--- src/rtl/ped_request_ctrl_pkg.sv ---
// Shared state encodings, default timing parameters and counter sizing helper
// for the pedestrian request controller and its button debouncer.
package ped_request_ctrl_pkg;

   typedef enum logic [1:0] {
      ST_IDLE    = 2'd0,
      ST_PENDING = 2'd1,
      ST_LOCKOUT = 2'd2
   } ped_state_e;

   localparam int DEF_DEBOUNCE_CYCLES = 4;
   localparam int DEF_LOCKOUT_CYCLES  = 8;

   // Width able to hold 0..n-1; never narrower than one bit.
   function automatic int cnt_width(input int n);
      return $clog2((n < 2) ? 2 : n);
   endfunction

endpackage

--- src/rtl/ped_request_ctrl_if.sv ---
// Pedestrian button / light-controller handshake bundle.
// The master side is the environment; the slave side is the request controller.
interface ped_request_ctrl_if;
   logic bt;
   logic ack;
   logic req;
   logic lockout;
   logic press;

   modport master (output bt, output ack, input req, input lockout, input press);
   modport slave  (input bt, input ack, output req, output lockout, output press);
endinterface

--- src/rtl/ped_request_ctrl_debounce.sv ---
// Two-flop synchronizer followed by a stable-sample counter debouncer:
// the level follows the synchronized input only after DEBOUNCE_CYCLES agreeing samples.
module btn_debounce
   import ped_request_ctrl_pkg::*;
#(
   parameter int DEBOUNCE_CYCLES = DEF_DEBOUNCE_CYCLES
) (
   input  logic clk,
   input  logic rst,
   input  logic in,
   output logic level
);

   localparam int CW = cnt_width(DEBOUNCE_CYCLES);
   localparam logic [CW-1:0] CNT_LAST = CW'(DEBOUNCE_CYCLES - 1);

   logic          s1_q, s2_q;
   logic          level_q, level_d;
   logic [CW-1:0] cnt_q, cnt_d;

   // Any agreement between s2 and the level restarts the stability count.
   always_comb begin
      level_d = level_q;
      cnt_d   = '0;
      if (s2_q != level_q) begin
         if (cnt_q == CNT_LAST) begin
            level_d = s2_q;
         end else begin
            cnt_d = cnt_q + CW'(1);
         end
      end
   end

   always_ff @(posedge clk) begin
      if (rst) begin
         s1_q    <= 1'b0;
         s2_q    <= 1'b0;
         level_q <= 1'b0;
         cnt_q   <= '0;
      end else begin
         s1_q    <= in;
         s2_q    <= s1_q;
         level_q <= level_d;
         cnt_q   <= cnt_d;
      end
   end

   assign level = level_q;

endmodule

--- src/rtl/ped_request_ctrl.sv ---
// Pedestrian request controller: debounced button rising edges raise a request
// that is held until acknowledged, followed by a fixed lockout window.
module ped_request_ctrl
   import ped_request_ctrl_pkg::*;
#(
   parameter int DEBOUNCE_CYCLES = DEF_DEBOUNCE_CYCLES,
   parameter int LOCKOUT_CYCLES  = DEF_LOCKOUT_CYCLES
) (
   input  logic             clk,
   input  logic             rst,
   ped_request_ctrl_if.slave bus
);

   localparam int LW = cnt_width(LOCKOUT_CYCLES);
   localparam logic [LW-1:0] LOCK_LOAD = LW'(LOCKOUT_CYCLES - 1);

   logic          level;
   logic          level_q;
   logic          press_evt;
   ped_state_e    state_q;
   logic [LW-1:0] lock_cnt_q;
   logic          req_q;
   logic          lockout_q;
   logic          press_q;

   btn_debounce #(
      .DEBOUNCE_CYCLES(DEBOUNCE_CYCLES)
   ) u_debounce (
      .clk  (clk),
      .rst  (rst),
      .in   (bus.bt),
      .level(level)
   );

   assign press_evt = level & ~level_q;

   // Presses outside IDLE are dropped, so ack in PENDING always wins over a merged press.
   always_ff @(posedge clk) begin
      if (rst) begin
         level_q    <= 1'b0;
         state_q    <= ST_IDLE;
         lock_cnt_q <= '0;
         req_q      <= 1'b0;
         lockout_q  <= 1'b0;
         press_q    <= 1'b0;
      end else begin
         level_q <= level;
         press_q <= 1'b0;
         unique case (state_q)
            ST_IDLE: begin
               if (press_evt) begin
                  state_q <= ST_PENDING;
                  req_q   <= 1'b1;
                  press_q <= 1'b1;
               end
            end
            ST_PENDING: begin
               if (bus.ack) begin
                  state_q    <= ST_LOCKOUT;
                  req_q      <= 1'b0;
                  lockout_q  <= 1'b1;
                  lock_cnt_q <= LOCK_LOAD;
               end
            end
            ST_LOCKOUT: begin
               if (lock_cnt_q == '0) begin
                  state_q   <= ST_IDLE;
                  lockout_q <= 1'b0;
               end else begin
                  lock_cnt_q <= lock_cnt_q - LW'(1);
               end
            end
            default: begin
               state_q    <= ST_IDLE;
               req_q      <= 1'b0;
               lockout_q  <= 1'b0;
               lock_cnt_q <= '0;
            end
         endcase
      end
   end

   assign bus.req     = req_q;
   assign bus.lockout = lockout_q;
   assign bus.press   = press_q;

endmodule
--- src/flat_wrapper.sv ---
// flat-port wrapper written by rule: the top's interface ports become plain ports
module ped_request_ctrl_flat import ped_request_ctrl_pkg::*;
#(
   parameter int DEBOUNCE_CYCLES = DEF_DEBOUNCE_CYCLES,
   parameter int LOCKOUT_CYCLES  = DEF_LOCKOUT_CYCLES
)
  (clk, rst, bus_bt, bus_ack, bus_req, bus_lockout, bus_press);
  ped_request_ctrl_if bus_i ();
  input  logic clk;
  input  logic rst;
  input wire logic [$bits(bus_i.bt)-1:0] bus_bt;
  input wire logic [$bits(bus_i.ack)-1:0] bus_ack;
  output wire logic [$bits(bus_i.req)-1:0] bus_req;
  output wire logic [$bits(bus_i.lockout)-1:0] bus_lockout;
  output wire logic [$bits(bus_i.press)-1:0] bus_press;
  assign bus_i.bt = bus_bt;
  assign bus_i.ack = bus_ack;
  assign bus_req = bus_i.req;
  assign bus_lockout = bus_i.lockout;
  assign bus_press = bus_i.press;
  ped_request_ctrl #(.DEBOUNCE_CYCLES(DEBOUNCE_CYCLES), .LOCKOUT_CYCLES(LOCKOUT_CYCLES)) u_core (.clk(clk), .rst(rst), .bus(bus_i));
endmodule
--- config.mk ---
export PLATFORM = sky130hd
export DESIGN_NAME = ped_request_ctrl_flat
export DESIGN_NICKNAME = d
export VERILOG_FILES = /design/src/rtl/ped_request_ctrl_pkg.sv /design/src/rtl/ped_request_ctrl_if.sv /design/src/rtl/ped_request_ctrl_debounce.sv /design/src/rtl/ped_request_ctrl.sv /design/src/flat_wrapper.sv
export SDC_FILE = /design/constraint.sdc
export NUM_CORES = 1
export LEC_CHECK = 0
export ABC_AREA = 1
export BUFFER_PORTS_ARGS = -buffer_cell sky130_fd_sc_hd__buf_2
export CAP_MARGIN = 20
export CORE_ASPECT_RATIO = 0.8
export CORE_MARGIN = 2
export CORE_UTILIZATION = 34
export CTS_CLUSTER_DIAMETER = 100
export CTS_CLUSTER_SIZE = 40
export DETAILED_ROUTE_END_ITERATION = 16
export PLACE_DENSITY = 0.49
export SLEW_MARGIN = 10
export SYNTH_ARGS = -nofsm -noshare
export SYNTH_HDL_FRONTEND = slang
export SYNTH_SLANG_ARGS = --single-unit
export TNS_END_PERCENT = 100
--- constraint.sdc ---
create_clock -name clk -period 1.3 [get_ports clk]
set_clock_uncertainty 0.15 [all_clocks]
set_input_delay 0.065 -clock clk [delete_from_list [all_inputs] [get_ports clk]]
set_output_delay 0.065 -clock clk [all_outputs]
set_load 0.02 [all_outputs]
* After elaboration in Yosys (flattened, before gate mapping)
Cells that the tools add are included.
** Cells by class
- Add/subtract/negate cells :: 2
- $mul :: 0
- Multiplexer cells :: 14
- Bitwise operators :: 5
- $lt $le $gt $ge :: 0
- Div/mod/pow operators :: 0
- Reductions and logical operators :: 9
- Equal/unequal tests :: 8
- Shift operators :: 0
** Operators by type and width (count)
- AND reduction 3 bit :: 4
- case mux 3 bit (3 select lines) :: 1
- 2-to-1 mux 2 bit :: 3
- 2-to-1 mux 3 bit :: 2
- case mux 1 bit (3 select lines) :: 2
- case mux 2 bit (3 select lines) :: 1
- 2-to-1 mux 1 bit :: 5
- == test 2 bit, second input constant :: 2
- inequality test 2 x 1 -> 1 bit, second input constant :: 2
- inequality test 2 bit, second input constant :: 2
- inverter 1 bit :: 4
- zero test 3 bit :: 1
- OR reduction 3 bit :: 1
- subtractor 3 x 1 -> 3 bit, second input constant :: 1
- adder 2 x 1 -> 2 bit, second input constant :: 1
- == test 2 x 1 -> 1 bit, second input constant :: 1
- zero test 2 bit :: 1
- AND reduction 2 bit :: 1
- OR reduction 2 bit :: 1
- AND 1 bit :: 1
- inequality test 1 bit :: 1
** Storage, ports and cells
- Memory bits (writable) :: 0
- Logic and storage cells :: 48
- Output and inout bits :: 3
- Memories kept :: 0
- Flip-flop bits (word level) :: 14
- Bits in read-only memories :: 0
- Bits in latches :: 0

* Depth between registers and ports, before layout
Gate-level depths: netlist (run 1).
- Depth after elaboration :: 4
- Gate-level depth with buffers :: 8

* Modules after synthesis
Synthesis (run 1) repeated with hierarchy kept, for this count alone.
** Second synthesis, totals
- Cells, all modules :: 99
- Area, all modules :: 684.4 µm²
** Modules (own cells, without submodules)
- ped_request_ctrl :: instances 1, cells an instance 76, sequential area each 180.2 µm², area each 498.0 µm²
- btn_debounce :: instances 1, cells an instance 23, sequential area each 100.1 µm², area each 186.4 µm²

* Worst setup path after synthesis (run 1)
Ideal clock, no wire load.
- Path type :: register -> register
- From :: register u_core.state_q[1]
- To :: register u_core.lock_cnt_q[0]
- Path buffers :: 0
- Data required time :: 1031 ps
- Setup slack :: -23 ps
- Cell stages (with the launch flop) :: 9
- Library setup time :: 119 ps
- Arrival :: 1054 ps
- Cells stage by stage :: dfxtp_1 inv_1 ha_1 nand2_2 nand2_2 nor2_4 inv_2 nand2_1 a21oi_1
** Between the ends
- Longest elaborated chain between the ends :: 3
** RTL lines
- start, declared :: line ped_request_ctrl.sv:20 : ped_state_e state_q;
- start signal, assigned :: line ped_request_ctrl.sv:41 : state_q <= ST_IDLE;
- start signal, assigned :: line ped_request_ctrl.sv:52 : state_q <= ST_PENDING;
- start signal, assigned :: line ped_request_ctrl.sv:59 : state_q <= ST_LOCKOUT;
- == test 2 bit (tied with other cells) :: line ped_request_ctrl.sv:49 : unique case (state_q)
- inequality test 2 bit (no line) / inverter 1 bit (equally long branches)
- AND reduction 3 bit (no line)
- end signal, assigned :: line ped_request_ctrl.sv:70 : lock_cnt_q <= lock_cnt_q - LW'(1);
- end, declared :: line ped_request_ctrl.sv:21 : logic [LW-1:0] lock_cnt_q;
Several ways; a longest one is shown, not always the timed one.
A chain may end at the register's enable or synchronous reset.

* Final worst setup path (run 1)
- From :: register u_core.state_q[0]
- To :: register u_core.lock_cnt_q[1]
The elaborated chain is that of the path after synthesis.

==> metrics.csv, run 1 <==
stage,metric,value,unit
route,Avg WL per Cell,10.4,um
route,final wirelength,1370,um
sta,WHS,125,ps
logic_synthesis,Yosys reg bits,14,
sta,Slew @ Worst Pin,213,ps
critical_path,Setup crit end kind,register,
grt,largest net degree at the start of global routing,11,
logic_synthesis,syn_nets,99,
route,Via density,4.48,
route,Routed Antenna Nets,0,
grt,initial antenna violation count,0,
cells_and_area,FF/Latch Area,284,um2
route,total number of vias,591,
sta,relative slew slack,85.7,%
cells_and_area,final instance area,943,um2
cts,number of H-tree levels,1,
logic_synthesis,synth top area cells,"dfxtp_1, ha_1, inv_1",
logic_synthesis,ys flop type,dfxtp_1,
logic_synthesis,most frequent cells after synthesis,"inv_1, dfxtp_1, nand2_1",
logic_synthesis,"EDFF count, synth",0,
grt,global-route wire length before repair,2260,um
sta,final hold viol count,0,
cts,clk root buf,clkbuf_4,
cells_and_area,footprint of the multi-input gates,398,um2
logic_synthesis,Yosys top cell by area,dfxtp_1,
sta,final setup fails,3,
logic_synthesis,syn avg cell area,7.64,um2
status,outcome,"finished, violations left",
route,Post-route DRC,0,
route,drt initial violations,16,
cells_and_area,Layout Nets,120,
placement,port bufs,6,
die,I/O Pins,7,
die,# rows,14,
sta,Max Slew Vio Count,0,
cells_and_area,Fillers,185,
critical_path,crit path DAT,1340,ps
logic_synthesis,"Seq/Total Area, Yosys",41.7,%
sta,setup ws final,-18.9,ps
logic_synthesis,Yosys top cell area share,41.7,%
critical_path,CP Max Fanout,4,
cts,Clock Latency Late Sink,270,ps
pwr,Max IR drop VDD,0.00105,V
critical_path,critical path class,register to register,
die,Die Y-Extent,43.8,um
route,Detailed Routing Iterations Pass 1,4,
grt,vias in the first global route,528,
logic_synthesis,synthesized area,672,um2
job,max-cap check violation count,0,
sta,Post-Route Setup TNS,-46.7,ps
placement,area post-placement,777,um2
logic_synthesis,most frequent cell after synthesis,inv_1,
grt,total track usage,13.5,%
cells_and_area,Area Growth Syn to Fin,40.4,%
sta,fin crit share,101,%
sta,f_max,758,MHz
logic_synthesis,post-synthesis cell count,88,
cts,clock slew at reported path FFs,80,ps
hold_path,min-delay worst type,input port to register,
critical_path,CP Launch Type,register,
placement,post-place setup slack,-48.8,ps
die,area of the core,1870,um2
die,initial core utilization,35.8,%
logic_synthesis,Synth async-reset ratio,0,%
cts,CTS tree,done,
logic_synthesis,Synth Warn #,0,
pwr,Pleak,0.418,nW
pwr,Pwr Density,1880,nW/um2
die,Die ar.,2350,um2
pwr,total power draw,1.77,mW
sta,unrepaired setup endpoints after global routing,yes,
cts,Num CTS Buffers,3,
die,die width,53.7,um
sta,Tmin final,1320,ps
placement,GPL Wtd Cong,0.784,
critical_path,WP data required,1320,ps
cells_and_area,fraction of layout cells with a size suffix above 1,46.3,%
placement,DP HPWL,948,um
cts,CTS Sinks,14,
grt,"Remaining Overflow, GRT",0,
status,violated checks,negative setup slack,
cells_and_area,antenna cells,0,
logic_synthesis,number of distinct library cells after synthesis,16,
cts,deepest clock path buffer count,2,
-- layout by cell type, fill, tap and decap left out, types with 2 or more instances in the layout --
cell	count
ha_4	2
ha_2	3
ha_1	2
buf_4	8
inv_1	11
a21oi_1	7
nand3_2	4
nand3_1	3
dlygate4sd3_1	2
dfxtp_1	11
buf_2	6
a21oi_2	2
inv_2	7
clkbuf_4	3
nand2_4	2
dfxtp_2	3
nand2_2	2
nand2_1	11
o21ai_2	3
o21ai_0	2
nor2_1	7
-- what timing repair did --
action / in CTS / in global routing
buffers inserted: 1 / 2
pin swaps: 7 / 4
hold endpoints to repair: 8 / 0
endpoints found under the setup margin: 4 / 6
resized for setup: 22 / 7
hold buffers: 2 / 0
-- registers in the layout (all words and copies together) (netlist names) --
| name | cells |
|---|---|
| u_core.lock_cnt_q | 3 |
| u_core.state_q | 2 |
| u_core.u_debounce.cnt_q | 2 |
| u_core.bus.lockout | 1 |
| u_core.bus.press | 1 |
| u_core.bus.req | 1 |
| u_core.level_q | 1 |
| u_core.u_debounce.level | 1 |
| u_core.u_debounce.s1_q | 1 |
| u_core.u_debounce.s2_q | 1 |
-- kinds of logic (layout without fill, tap and decap cells) --
logic type / after synthesis / in the layout / share of synthesized area [%]
AO/OA/AOI/OAI: 15 / 15 / 12.1
buffers and inverters: 20 / 40 / 11.4
adder cells (fa/ha/maj): 7 / 7 / 13.0
flip-flops: 14 / 14 / 41.7
AND/OR/NAND/NOR: 32 / 32 / 21.8
-- final timing paths --
check                               from                      to  slack (ps)  cells past startpoint
setup / recovery       u_core.state_q[0]    u_core.lock_cnt_q[1]         -20                      8
hold / removal                   bus_ack      u_core.bus.lockout         120                      5
setup reg to reg       u_core.state_q[0]    u_core.lock_cnt_q[1]         -20                      8
hold reg to reg   u_core.u_debounce.s1_q  u_core.u_debounce.s2_q         260                      2
-- worst max-delay path, stage by stage, from the launching register on --
cell	delay, ps
dfxtp_2	330
buf_6	110
ha_4	160
nand2_4	70
nand2_4	60
nor2_4	160
inv_2	60
nand2_2	60
a21oi_2	50
-- power by group --
part	leakage (nW)	switching [mW]	internal (mW)
sequential	0.115	0.0296	0.485
combinational	0.282	0.520	0.437
clock	0.0210	0.131	0.170
total	0.418	0.681	1.09
-- cell type report --
| class | count | area share (%) |
|---|---|---|
| multi-input cells | 54 | 42.2 |
| flip-flops and latches | 14 | 30.1 |
| repair buffers | 17 | 12.9 |
| inverters | 19 | 7.82 |
| clock buffers | 4 | 3.85 |
| well taps | 24 | 3.18 |
-- through the flow --
stage               util, %  std cells
floorplan                 -         88
global placement       41.5        123
detailed placement     41.5        123
CTS                    47.9        130
global route           50.3        132
finish                 50.3        132
-- layer usage --
layer	part of all wire, %	global-route usage (%)	vias up
met5	0	0	-
met4	1.0	4.62	0
met3	4.8	5.52	2
met2	45	20.5	9
met1	49	17.3	264
li1	-	-	316
Power figures use the tool's default switching activity.
==> run 2: changes to the inputs <==
--- a/config.mk
+++ b/config.mk
@@ -8,7 +8,6 @@
 export ABC_AREA = 1
 export BUFFER_PORTS_ARGS = -buffer_cell sky130_fd_sc_hd__buf_2
 export CAP_MARGIN = 20
-export CORE_ASPECT_RATIO = 0.8
 export CORE_MARGIN = 2
 export CORE_UTILIZATION = 34
 export CTS_CLUSTER_DIAMETER = 100
@@ -19,4 +18,3 @@
 export SYNTH_ARGS = -nofsm -noshare
 export SYNTH_HDL_FRONTEND = slang
 export SYNTH_SLANG_ARGS = --single-unit
-export TNS_END_PERCENT = 100
==> run 2 against run 1 <==
The flow still finishes with violations (negative setup slack). Power down 2.9%. Cell area is 0.80% lower. Combinational power is 7.5% lower. Sequential power rose by 3%. Global-route usage down 3.2 points. Final cell count did not move. Clock-buffer cell count stayed put. Utilization is 1.1 points lower. Largest cell class unchanged. Highest routed layer unchanged.
==> metrics.csv, run 2 (synthesized netlist as in run 1, its figures left out) <==
stage,metric,value,unit,change
critical_path,Worst path slowest cell,dfxtp_2,,unchanged
cells_and_area,Fillers,204,,was 185
die,initial core utilization,35.3,%,was 35.8%
grt,largest net degree at the start of global routing,11,,unchanged
cells_and_area,Area Growth Syn to Fin,39.3,%,was 40.4%
job,max-cap check violation count,0,,unchanged
cells_and_area,most flop-heavy register,u_core.lock_cnt_q,,unchanged
route,Post-route DRC,0,,unchanged
cells_and_area,"commonest cells after routing, fill and taps aside","inv_1, dfxtp_1, nand2_1, nor2_1",,"was inv_1, nand2_1, dfxtp_1, buf_4"
critical_path,worst reg2reg path depth,8,,unchanged
cells_and_area,final instance area,936,um2,was 943 um2
sta,Tmin final,1320,ps,about the same
hold_path,hold path depth,6,,was 5
critical_path,CP Max Fanout,4,,unchanged
die,I/O Pins,7,,unchanged
hold_path,min-delay src,bus_ack,,unchanged
route,total number of vias,568,,was 591
critical_path,critical path class,register to register,,unchanged
cts,CTS tree,done,,unchanged
critical_path,Max stage delay on crit path,340,ps,was 330 ps
cells_and_area,"commonest non-fill, non-tap cell in the layout",inv_1,,
pwr,Max IR drop VDD,0.000970,V,was 0.00105 V
die,Die Y-Extent,48.5,um,was 43.8 um
cells_and_area,footprint of the multi-input gates,404,um2,was 398 um2
route,Avg WL per Cell,9.05,um,was 10.4 um
cells_and_area,FF/Latch Area,288,um2,was 284 um2
cells_and_area,biggest regs,"u_core.lock_cnt_q (3), u_core.state_q (2), u_core.u_debounce.cnt_q (2)",,unchanged
route,Via density,4.30,,was 4.48
critical_path,CP bufs+invs,3,,was 2
critical_path,critical-path cell list,buf_4 -> ha_2 -> inv_2 -> nor2_4 -> nor2_4 -> inv_2 -> nand2_2 -> a21oi_2,,was buf_6 -> ha_4 -> nand2_4 -> nand2_4 -> nor2_4 -> inv_2 -> nand2_2 -> a21oi_2
hold_path,WHS Endpoint,u_core.lock_cnt_q[2],,was u_core.bus.lockout
placement,area post-placement,773,um2,was 777 um2
sta,fin crit share,102,%,was 101%
cts,Num CTS Buffers,3,,unchanged
status,outcome,"finished, violations left",,unchanged
cts,clock slew at reported path FFs,90,ps,was 80 ps
route,Detailed Routing Iterations Pass 1,2,,was 4
sta,final hold viol count,0,,unchanged
critical_path,worst r2r src,u_core.state_q[1],,was u_core.state_q[0]
grt,"Remaining Overflow, GRT",0,,unchanged
status,violated checks,negative setup slack,,unchanged
critical_path,WP data required,1310,ps,was 1320 ps
critical_path,CP Launch Type,register,,unchanged
die,Die ar.,2350,um2,about the same
placement,# placed instances,125,,was 123
grt,total track usage,10.3,%,was 13.5%
critical_path,Crit path max-delay family,flip-flops,,was simple AND/OR/NAND/NOR gates
die,die width,48.5,um,was 53.7 um
sta,setup ws final,-19.6,ps,was -18.9 ps
placement,post-place setup slack,-64.4,ps,was -48.8 ps
hold_path,min-delay worst type,input port to register,,unchanged
grt,vias in the first global route,487,,was 528
cells_and_area,max reg flops,3,,unchanged
cts,number of H-tree levels,1,,unchanged
die,# rows,16,,was 14
sta,relative slew slack,82.4,%,was 85.7%
cells_and_area,antenna cells,0,,unchanged
sta,WHS,82.5,ps,was 125 ps
cells_and_area,Layout Nets,117,,was 120
pwr,Pwr Density,1840,nW/um2,was 1880 nW/um2
critical_path,Setup crit end kind,register,,unchanged
route,drt initial violations,3,,was 16
sta,unrepaired setup endpoints after global routing,yes,,unchanged
placement,GPL Wtd Cong,0.712,,was 0.784
sta,final setup fails,2,,was 3
grt,initial antenna violation count,0,,unchanged
cts,CTS Sinks,14,,unchanged
critical_path,Worst R2R Setup Slack,-20,ps,about the same
cts,deepest clock path buffer count,2,,unchanged
route,final wirelength,1190,um,was 1370 um
sta,Max Slew Vio Count,0,,unchanged
placement,port bufs,6,,unchanged
critical_path,crit path DAT,1330,ps,was 1340 ps
cells_and_area,fraction of layout cells with a size suffix above 1,45.7,%,was 46.3%
cells_and_area,fin cells,132,,unchanged
cts,Clock Latency Late Sink,270,ps,about the same
cts,clk root buf,clkbuf_4,,unchanged
placement,DP HPWL,912,um,was 948 um
route,Routed Antenna Nets,0,,unchanged
sta,f_max,758,MHz,about the same
pwr,Pleak,0.404,nW,was 0.418 nW
critical_path,RR Endpoint,u_core.lock_cnt_q[0],,was u_core.lock_cnt_q[1]
grt,global-route wire length before repair,1870,um,was 2260 um
sta,Slew @ Worst Pin,262,ps,was 213 ps
die,area of the core,1900,um2,was 1870 um2
-- run 2: cell count changes in the layout (fill, tap and decap cells not counted), moves of 2 or more --
cell and delta:
inv_2 -3, nand2_2 +2, nand2_1 -2, inv_4 +2
buf_4 -2
-- run 2: repair_timing --
| item | in CTS | in global routing |
|---|---|---|
| setup endpoints to repair | 6 | 7 |
| pin swaps | 2 | 5 |
| endpoints found under the hold margin | 8 | 0 |
| buffers inserted | 0 | 1 |
| hold buffers | 2 | 0 |
| gates resized for setup | 10 | 23 |
-- run 2: worst max path at each step --
stage / start / end / slack, ps / cells after the start
final: u_core.state_q[1] / u_core.lock_cnt_q[0] / -20 / 8
after global placement: u_core.state_q[1] / u_core.lock_cnt_q[0] / -40 / 7
after CTS: u_core.state_q[1] / u_core.state_q[1] / -30 / 7
after global routing: u_core.state_q[1] / u_core.lock_cnt_q[1] / -90 / 6
after detailed placement: u_core.state_q[0] / u_core.lock_cnt_q[1] / -60 / 7
after floorplan: u_core.state_q[1] / u_core.lock_cnt_q[0] / 20 / 8
-- run 2: final cells by class --
cell class              instances  share of cell area, %
clock buffers                   4                   3.88
well taps                      27                   3.61
repair buffers                 14                   10.2
inverters                      19                   8.42
flip-flops and latches         14                   30.7
multi-input cells              54                   43.2
-- run 2: worst register-to-register path: stages, from the launching register on --
cell and delay [ps]:
dfxtp_2 340, buf_4 140, ha_2 170, inv_2 60, nor2_4 40, nor2_4 130, inv_2 60, nand2_2 60
a21oi_2 50
-- run 2: power breakdown --
part           total, mW  switching (mW)  internal (mW)  leakage, nW
registers          0.532          0.0425          0.490        0.116
logic              0.885           0.490          0.396        0.267
clock network      0.304           0.134          0.170       0.0210
total               1.72           0.666           1.06        0.404
-- run 2: per-stage QoR --
stage / setup TNS [ps] / power (mW) / util, %
floorplan: 0 / 0.979 / -
global placement: -137 / 1.16 / 40.7
detailed placement: -221 / 1.16 / 40.7
CTS: -52.2 / 1.55 / 45.2
global route: -346 / 1.86 / 49.2
finish: -36.4 / 1.72 / 49.2
-- run 2: layer usage --
metal | GRT usage [%] | routed length, um | vias to the layer above
met5 | 0 | 0 | -
met4 | 5.71 | 14 | 0
met3 | 1.85 | 25 | 2
met2 | 17.1 | 602 | 3
met1 | 12.7 | 551 | 252
li1 | - | - | 311
